**src/rtl/dmem_port_arbiter.sv**
```systemverilog
// Store drain FIFO plus single-port data memory arbiter for two in-order load lanes.
// Define LD_FWD_EN to forward queued/incoming store data to hazardous loads.
module dmem_port_arbiter #(
    parameter int unsigned DEPTH      = 8,
    parameter int unsigned HI_WM      = 6,
    parameter int unsigned LO_WM      = 2,
    parameter int unsigned STARVE_MAX = 15
) (
    input  logic        clk,
    input  logic        rst,
    input  logic        st_vld0,
    input  logic [31:0] st_addr0,
    input  logic [31:0] st_data0,
    input  logic        st_vld1,
    input  logic [31:0] st_addr1,
    input  logic [31:0] st_data1,
    output logic        st_ready,
    input  logic        ld_req0,
    input  logic [31:0] ld_addr0,
    input  logic        ld_req1,
    input  logic [31:0] ld_addr1,
    output logic        ld_gnt0,
    output logic        ld_gnt1,
    output logic        ld_rvld,
    output logic        ld_rlane,
    output logic [31:0] ld_rdata,
    output logic        mem_we,
    output logic        mem_re,
    output logic [31:0] mem_addr,
    output logic [31:0] mem_wdata,
    input  logic [31:0] mem_rdata,
    output logic        ovf_err
);
    localparam int unsigned PW = $clog2(DEPTH);
    localparam int unsigned CW = PW + 1;
    localparam int unsigned SW = $clog2(STARVE_MAX + 1);

    typedef enum logic [0:0] {ModeNormal, ModeDrain} mode_e;

    logic [31:0]   fifo_addr_q [DEPTH];
    logic [31:0]   fifo_data_q [DEPTH];
    logic [PW-1:0] wr_ptr_q, wr_ptr_d, rd_ptr_q, rd_ptr_d;
    logic [CW-1:0] count_q, count_d, free_slots, post_deq;
    logic [SW-1:0] starve_q, starve_d;
    mode_e         mode_q, mode_d;
    logic          ovf_q, ovf_d;
    logic          acc0, acc1, haz0, haz1, elig0, elig1;
    logic          drain, wr, rd, fwd_now;
    logic [31:0]   fwd_data;
    logic          mem_we_d, mem_re_d, mem_we_q, mem_re_q;
    logic [31:0]   mem_addr_d, mem_wdata_d, mem_addr_q, mem_wdata_q;
    logic          p1_vld_q, p1_lane_q, p1_fwd_q, p2_vld_q, p2_lane_q, p2_fwd_q;
    logic [31:0]   p1_fdata_q, p2_fdata_q;
`ifdef LD_FWD_EN
    logic [31:0]   fdata0, fdata1;
`endif

    // Acceptance looks only at current occupancy; a same-cycle dequeue does not free a slot.
    assign free_slots = CW'(DEPTH) - count_q;
    assign st_ready   = free_slots >= CW'(2);
    assign acc0       = st_vld0 && (free_slots != '0);
    assign acc1       = st_vld1 && (free_slots > CW'(acc0));

    // Head-to-tail scan, then incoming lanes, so the last hit is the youngest store.
    always_comb begin
        haz0 = 1'b0;
        haz1 = 1'b0;
`ifdef LD_FWD_EN
        fdata0 = '0;
        fdata1 = '0;
`endif
        for (int unsigned i = 0; i < DEPTH; i++) begin
            if (CW'(i) < count_q) begin
                if (fifo_addr_q[rd_ptr_q + PW'(i)] == ld_addr0) begin
                    haz0 = 1'b1;
`ifdef LD_FWD_EN
                    fdata0 = fifo_data_q[rd_ptr_q + PW'(i)];
`endif
                end
                if (fifo_addr_q[rd_ptr_q + PW'(i)] == ld_addr1) begin
                    haz1 = 1'b1;
`ifdef LD_FWD_EN
                    fdata1 = fifo_data_q[rd_ptr_q + PW'(i)];
`endif
                end
            end
        end
        if (acc0 && st_addr0 == ld_addr0) begin
            haz0 = 1'b1;
`ifdef LD_FWD_EN
            fdata0 = st_data0;
`endif
        end
        if (acc0 && st_addr0 == ld_addr1) begin
            haz1 = 1'b1;
`ifdef LD_FWD_EN
            fdata1 = st_data0;
`endif
        end
        if (acc1 && st_addr1 == ld_addr0) begin
            haz0 = 1'b1;
`ifdef LD_FWD_EN
            fdata0 = st_data1;
`endif
        end
        if (acc1 && st_addr1 == ld_addr1) begin
            haz1 = 1'b1;
`ifdef LD_FWD_EN
            fdata1 = st_data1;
`endif
        end
    end

`ifdef LD_FWD_EN
    assign elig0 = 1'b1;
    assign elig1 = 1'b1;
`else
    assign elig0 = !haz0;
    assign elig1 = !haz1;
`endif

    always_comb begin
        drain = (mode_q == ModeDrain) || (count_q >= CW'(HI_WM)) ||
                (starve_q >= SW'(STARVE_MAX));
        ld_gnt0  = 1'b0;
        ld_gnt1  = 1'b0;
        fwd_now  = 1'b0;
        fwd_data = '0;
        if (!drain) begin
            if (ld_req0) ld_gnt0 = elig0;
            else         ld_gnt1 = ld_req1 && elig1;
        end
`ifdef LD_FWD_EN
        fwd_now  = (ld_gnt0 && haz0) || (ld_gnt1 && haz1);
        fwd_data = ld_gnt0 ? fdata0 : fdata1;
`endif
        rd = (ld_gnt0 || ld_gnt1) && !fwd_now;
        wr = (count_q != '0) && !rd;

        post_deq = count_q - CW'(wr);
        mode_d   = (drain && post_deq > CW'(LO_WM)) ? ModeDrain : ModeNormal;

        if (count_q == '0 || wr)              starve_d = '0;
        else if (starve_q < SW'(STARVE_MAX)) starve_d = starve_q + 1'b1;
        else                                  starve_d = starve_q;

        count_d  = count_q + CW'(acc0) + CW'(acc1) - CW'(wr);
        rd_ptr_d = rd_ptr_q + PW'(wr);
        wr_ptr_d = wr_ptr_q + PW'(acc0) + PW'(acc1);
        ovf_d    = ovf_q || (st_vld0 && !acc0) || (st_vld1 && !acc1);

        mem_we_d    = wr;
        mem_re_d    = rd;
        mem_addr_d  = '0;
        mem_wdata_d = '0;
        if (wr) begin
            mem_addr_d  = fifo_addr_q[rd_ptr_q];
            mem_wdata_d = fifo_data_q[rd_ptr_q];
        end else if (rd) begin
            mem_addr_d = ld_gnt0 ? ld_addr0 : ld_addr1;
        end
    end

    always_ff @(posedge clk) begin
        if (acc0) begin
            fifo_addr_q[wr_ptr_q] <= st_addr0;
            fifo_data_q[wr_ptr_q] <= st_data0;
        end
        if (acc1) begin
            fifo_addr_q[wr_ptr_q + PW'(acc0)] <= st_addr1;
            fifo_data_q[wr_ptr_q + PW'(acc0)] <= st_data1;
        end
    end

    always_ff @(posedge clk or negedge rst) begin
        if (!rst) begin
            wr_ptr_q    <= '0;
            rd_ptr_q    <= '0;
            count_q     <= '0;
            starve_q    <= '0;
            mode_q      <= ModeNormal;
            ovf_q       <= 1'b0;
            mem_we_q    <= 1'b0;
            mem_re_q    <= 1'b0;
            mem_addr_q  <= '0;
            mem_wdata_q <= '0;
            p1_vld_q    <= 1'b0;
            p1_lane_q   <= 1'b0;
            p1_fwd_q    <= 1'b0;
            p1_fdata_q  <= '0;
            p2_vld_q    <= 1'b0;
            p2_lane_q   <= 1'b0;
            p2_fwd_q    <= 1'b0;
            p2_fdata_q  <= '0;
        end else begin
            wr_ptr_q    <= wr_ptr_d;
            rd_ptr_q    <= rd_ptr_d;
            count_q     <= count_d;
            starve_q    <= starve_d;
            mode_q      <= mode_d;
            ovf_q       <= ovf_d;
            mem_we_q    <= mem_we_d;
            mem_re_q    <= mem_re_d;
            mem_addr_q  <= mem_addr_d;
            mem_wdata_q <= mem_wdata_d;
            p1_vld_q    <= ld_gnt0 || ld_gnt1;
            p1_lane_q   <= ld_gnt1;
            p1_fwd_q    <= fwd_now;
            p1_fdata_q  <= fwd_data;
            p2_vld_q    <= p1_vld_q;
            p2_lane_q   <= p1_lane_q;
            p2_fwd_q    <= p1_fwd_q;
            p2_fdata_q  <= p1_fdata_q;
        end
    end

    assign mem_we    = mem_we_q;
    assign mem_re    = mem_re_q;
    assign mem_addr  = mem_addr_q;
    assign mem_wdata = mem_wdata_q;
    assign ovf_err   = ovf_q;
    assign ld_rvld   = p2_vld_q;
    assign ld_rlane  = p2_lane_q;
    assign ld_rdata  = !p2_vld_q ? '0 : (p2_fwd_q ? p2_fdata_q : mem_rdata);

endmodule

```
**config.mk**
```make
export PLATFORM = sky130hd
export DESIGN_NAME = dmem_port_arbiter
export DESIGN_NICKNAME = d
export VERILOG_FILES = /design/src/rtl/dmem_port_arbiter.sv
export SDC_FILE = /design/constraint.sdc
export NUM_CORES = 2
export LEC_CHECK = 0
export CAP_MARGIN = 20
export CORE_MARGIN = 2
export CORE_UTILIZATION = 39
export CTS_BUF_LIST = sky130_fd_sc_hd__clkbuf_4
export CTS_CLUSTER_DIAMETER = 80
export DETAILED_ROUTE_END_ITERATION = 16
export GPL_TIMING_DRIVEN = 0
export HOLD_SLACK_MARGIN = 0.12
export PLACE_DENSITY = 0.63
export SETUP_SLACK_MARGIN = 0.02
export SYNTH_ARGS = -nofsm -noshare
export SYNTH_HDL_FRONTEND = slang
export SYNTH_SLANG_ARGS = --single-unit
```
**constraint.sdc**
```tcl
create_clock -name clk -period 7.81 [get_ports clk]
set_input_delay 1.562 -clock clk [delete_from_list [all_inputs] [get_ports clk]]
set_output_delay 1.562 -clock clk [all_outputs]
set_load 0.01 [all_outputs]
```
==> results.md <==
- DR DRC count: 0
- CP top delay family: simple AND/OR/NAND/NOR gates
- Fin nets: 4597
- CP required: 6.25 ns
- Routed vias: 42300
- Main combinational cell family by area after synthesis: multiplexers
- Fin cells: 6115
- Minimum clock period: between 8 and 9 ns
- Worst setup margin: -0.203 ns
- Max_cap viols: 0
- Input/output buffers: 217
- Critical path fanouts, max: 10
- Synth Area in Compound Gates: under 10%
- Mapped Nets: about 4000
- Cell chain of the critical path: buf_4 > ha_1 > xnor2_4 > buf_4 > buf_2 > mux2i_4 > xor2_4 > nand4_1 > nor4_4 > nand4_1 > o31ai_4 > or2_4 > inv_2 > buf_6
- Slew margin rel.: 11.6%
- Vias in the first global route: between 40000 and 50000
- Buf/Inv on CP: 5
- Routed wire per std cell: 52.0 um
- Total core area: 120000 um^2
- First-pass GRT wire length: 407000 um
- Gr ovfl total: 0
- Seq/Total Area, Yosys: 37.1%
- Worst Setup End Kind: primary output
- TritonCTS clock tree: yes
- Critical Path Max Stage Delay: 0.54 ns
- Core Rows: 127
- Die height: 352 um
- DP HPWL: 246000 um
- Final core utilization: 48.6%
- DRT Wirelength: 318000 um
- Synthesized cell area: 47200 um^2
- Yosys warns: 0
- Initial core utilization: 39.3%
- Worst R2R Setup Slack: -0.19 ns
- Post-synth ARST share: 14.2%
- Reg2Reg Depth: 22
- Detailed Routing Iterations Pass 1: 10
- Tcrit/Tclk final: 103%
- Hold Path Class: primary input to async pin
- Hold Slack: about 0.26 ns
- Setup crit start kind: flip-flop
- Worst R2R Start: rd_ptr_q[0]$_DFF_PN0_
- Synth Instances: 3761
- Critical setup path kind: flip-flop to primary output
- Crit path arrival time: 6.45 ns
- Worst-path clk slew: ~0.07 ns
- Num ports: 334
- Yosys reg bits: approximately 600
- Capturing point of the worst reg2reg path: count_q[2]$_DFF_PN0_
- Root Driver: clkbuf_4
- Top-count cell post-synth: mux2_2
- Slew Viols, Final: 0
- Ranking of synthesized cells by area: edfxtp_1, mux4_2, mux2_2
- Antenna violations before repair: 28
- Clock skew: roughly 0.13 ns
- Placed Instances: 5692
- Post-synthesis xor/xnor area fraction: 11.2%
- Synth top area share: 32.6%
- Run status: complete, but fails checks
- Failing checks: negative setup slack
- Yosys cell types: between 60 and 70
- Post-synth top cells: mux2_2, edfxtp_1, mux2i_1
- Layout cells sized above 1: 37.6%
- Die Wd: 352 um
- F_max: 0.125 GHz
- CP max-delay cell: buf_2
- Synth Area per Inst: 12.5 um^2
- Worst-Margin Slew: 1.33 ns
- Layout area overhead: 23.6%
- CTS Buf Count: about 160
- Ys flop type: edfxtp_1
- Largest net degree at the start of global routing: 46
- Simple-gate share of the synthesized area: 6.40%
- Fin. Hold Viols: 0
- Clock Sinks: 597
- Floorplan die area: 124000 um^2
- Detailed Route Iter0 Violations: 6508
- Adder-cell share of the synthesized area: 0.695%
- Routed Antenna Nets: 0
- Via-to-Cell Ratio: 6.91
- GRT Util Overall: 51.3%
- Multiplexer share of the synthesized area: a little over a third
- Clk_lat worst skew: 1.31 ns
- Post-synth EDFFs: 512
- Final setup viols: 5
- Dominant cell type by area after synthesis: edfxtp_1
- Clock buffer depth: 3
- RSZ-0062 raised after global routing: yes
- H-tree levels: 4
- GPL Wtd Cong: 1.10
- Worst Setup SP: rd_ptr_q[0]$_DFF_PN0_
[worst max path at each step]
stage,endpoint,slack (ns),depth (start not counted)
final,ld_gnt0,-0.20,14
after global routing,ld_gnt0,0.001,18
after CTS,ld_gnt0,-0.06,21
after detailed placement,count_q[2]$_DFF_PN0_,-4.30,27
after global placement,fifo_addr_q[4][22]$_DFFE_PP_,-8.83,5
after floorplan,fifo_addr_q[0][0]$_DFFE_PP_,0.43,3
[cell families after synthesis]
family                   count (synthesis)
AO/OA/AOI/OAI                          304
adder cells (fa/ha/maj)                 25
flip-flops                             597
multiplexers                          1267
XOR/XNOR                               600
AND/OR/NAND/NOR                        541
buffers and inverters                  427
[metal layers]
layer	routed length (um)	GRT usage (%)
met4	33700	45.8
met3	44300	26.8
met1	109000	56.8
met5	426	1.49
met2	131000	71.2
[registers in the layout, summed over array words and instances, names as in the netlist, 3 cells and up]
register,cells
count_q,4
fifo_addr_q,256
fifo_data_q,256
mem_addr,32
mem_wdata,32
rd_ptr_q,3
starve_q,4
wr_ptr_q,3
[per-stage QoR]
step / setup TNS [ns] / instance area [um^2] / setup slack (ns)
final: -0.729 / 58300 / -0.203
after global routing: 0 / 58200 / 0.00118
after CTS: -0.0606 / 58000 / -0.0606
after detailed placement: -180.42 / 53300 / -4.30
after global placement: -5170.01 / 51300 / -8.83
after floorplan: 0 / 47200 / 0.433
[cell type report]
class	instances	area [um^2]
fill	10700	61700
multi-input combinational	2737	28900
sequential	597	17500
timing repair buffer	422	4770
buffer	364	2490
tap	1612	2020
clock buffer	260	1950
clock inverter	46	353
inverter	56	234
antenna	21	52.6
[worst register-to-register path, cell delays in order, from the launching register on]
cell	delay, ns
dfrtp_4	0.50
buf_4	0.26
ha_1	0.37
xnor2_4	0.41
buf_4	0.46
buf_2	0.56
mux2i_4	0.41
xor2_4	0.33
nand4_1	0.31
nor4_4	0.52
nand4_1	0.37
o31ai_4	0.26
buf_4	0.21
buf_4	0.10
buf_4	0.16
o22a_4	0.28
inv_4	0.16
buf_6	0.19
nor2_2	0.61
ha_1	0.38
fa_1	0.45
fa_1	0.42
xor2_1	0.17
[placed cells by master, fill, tap and decap left out, types with 46 or more instances in the layout]
| cell type | netlist | routed |
|---|---|---|
| mux2_2 | 530 | 530 |
| edfxtp_1 | 512 | 512 |
| mux2i_1 | 444 | 396 |
| xnor2_1 | 389 | 366 |
| mux4_2 | 291 | 291 |
| clkbuf_4 | 0 | 265 |
| clkdlybuf4s50_1 | 0 | 214 |
| xor2_1 | 208 | 205 |
| clkbuf_1 | 166 | 146 |
| buf_4 | 38 | 142 |
| dfrtp_1 | 85 | 83 |
| nand2_1 | 75 | 72 |
| nor3_1 | 73 | 68 |
| nand4_1 | 68 | 68 |
| buf_8 | 1 | 64 |
| nor2_1 | 68 | 62 |
| nor4_1 | 77 | 62 |
| a21oi_1 | 61 | 57 |
| buf_1 | 60 | 55 |
| o21ai_0 | 53 | 48 |
| a22oi_1 | 46 | 46 |
[repair_timing]
item,4_1_cts,5_1_grt
buffers inserted,78,13
hold buffers,0,0
setup endpoints to repair,81,2
pin swaps,34,15
resized for setup,388,30
gates cloned,1,0
Power is not shown: default switching activity piles up to over one toggle a cycle in this logic, so the estimate is an artifact.
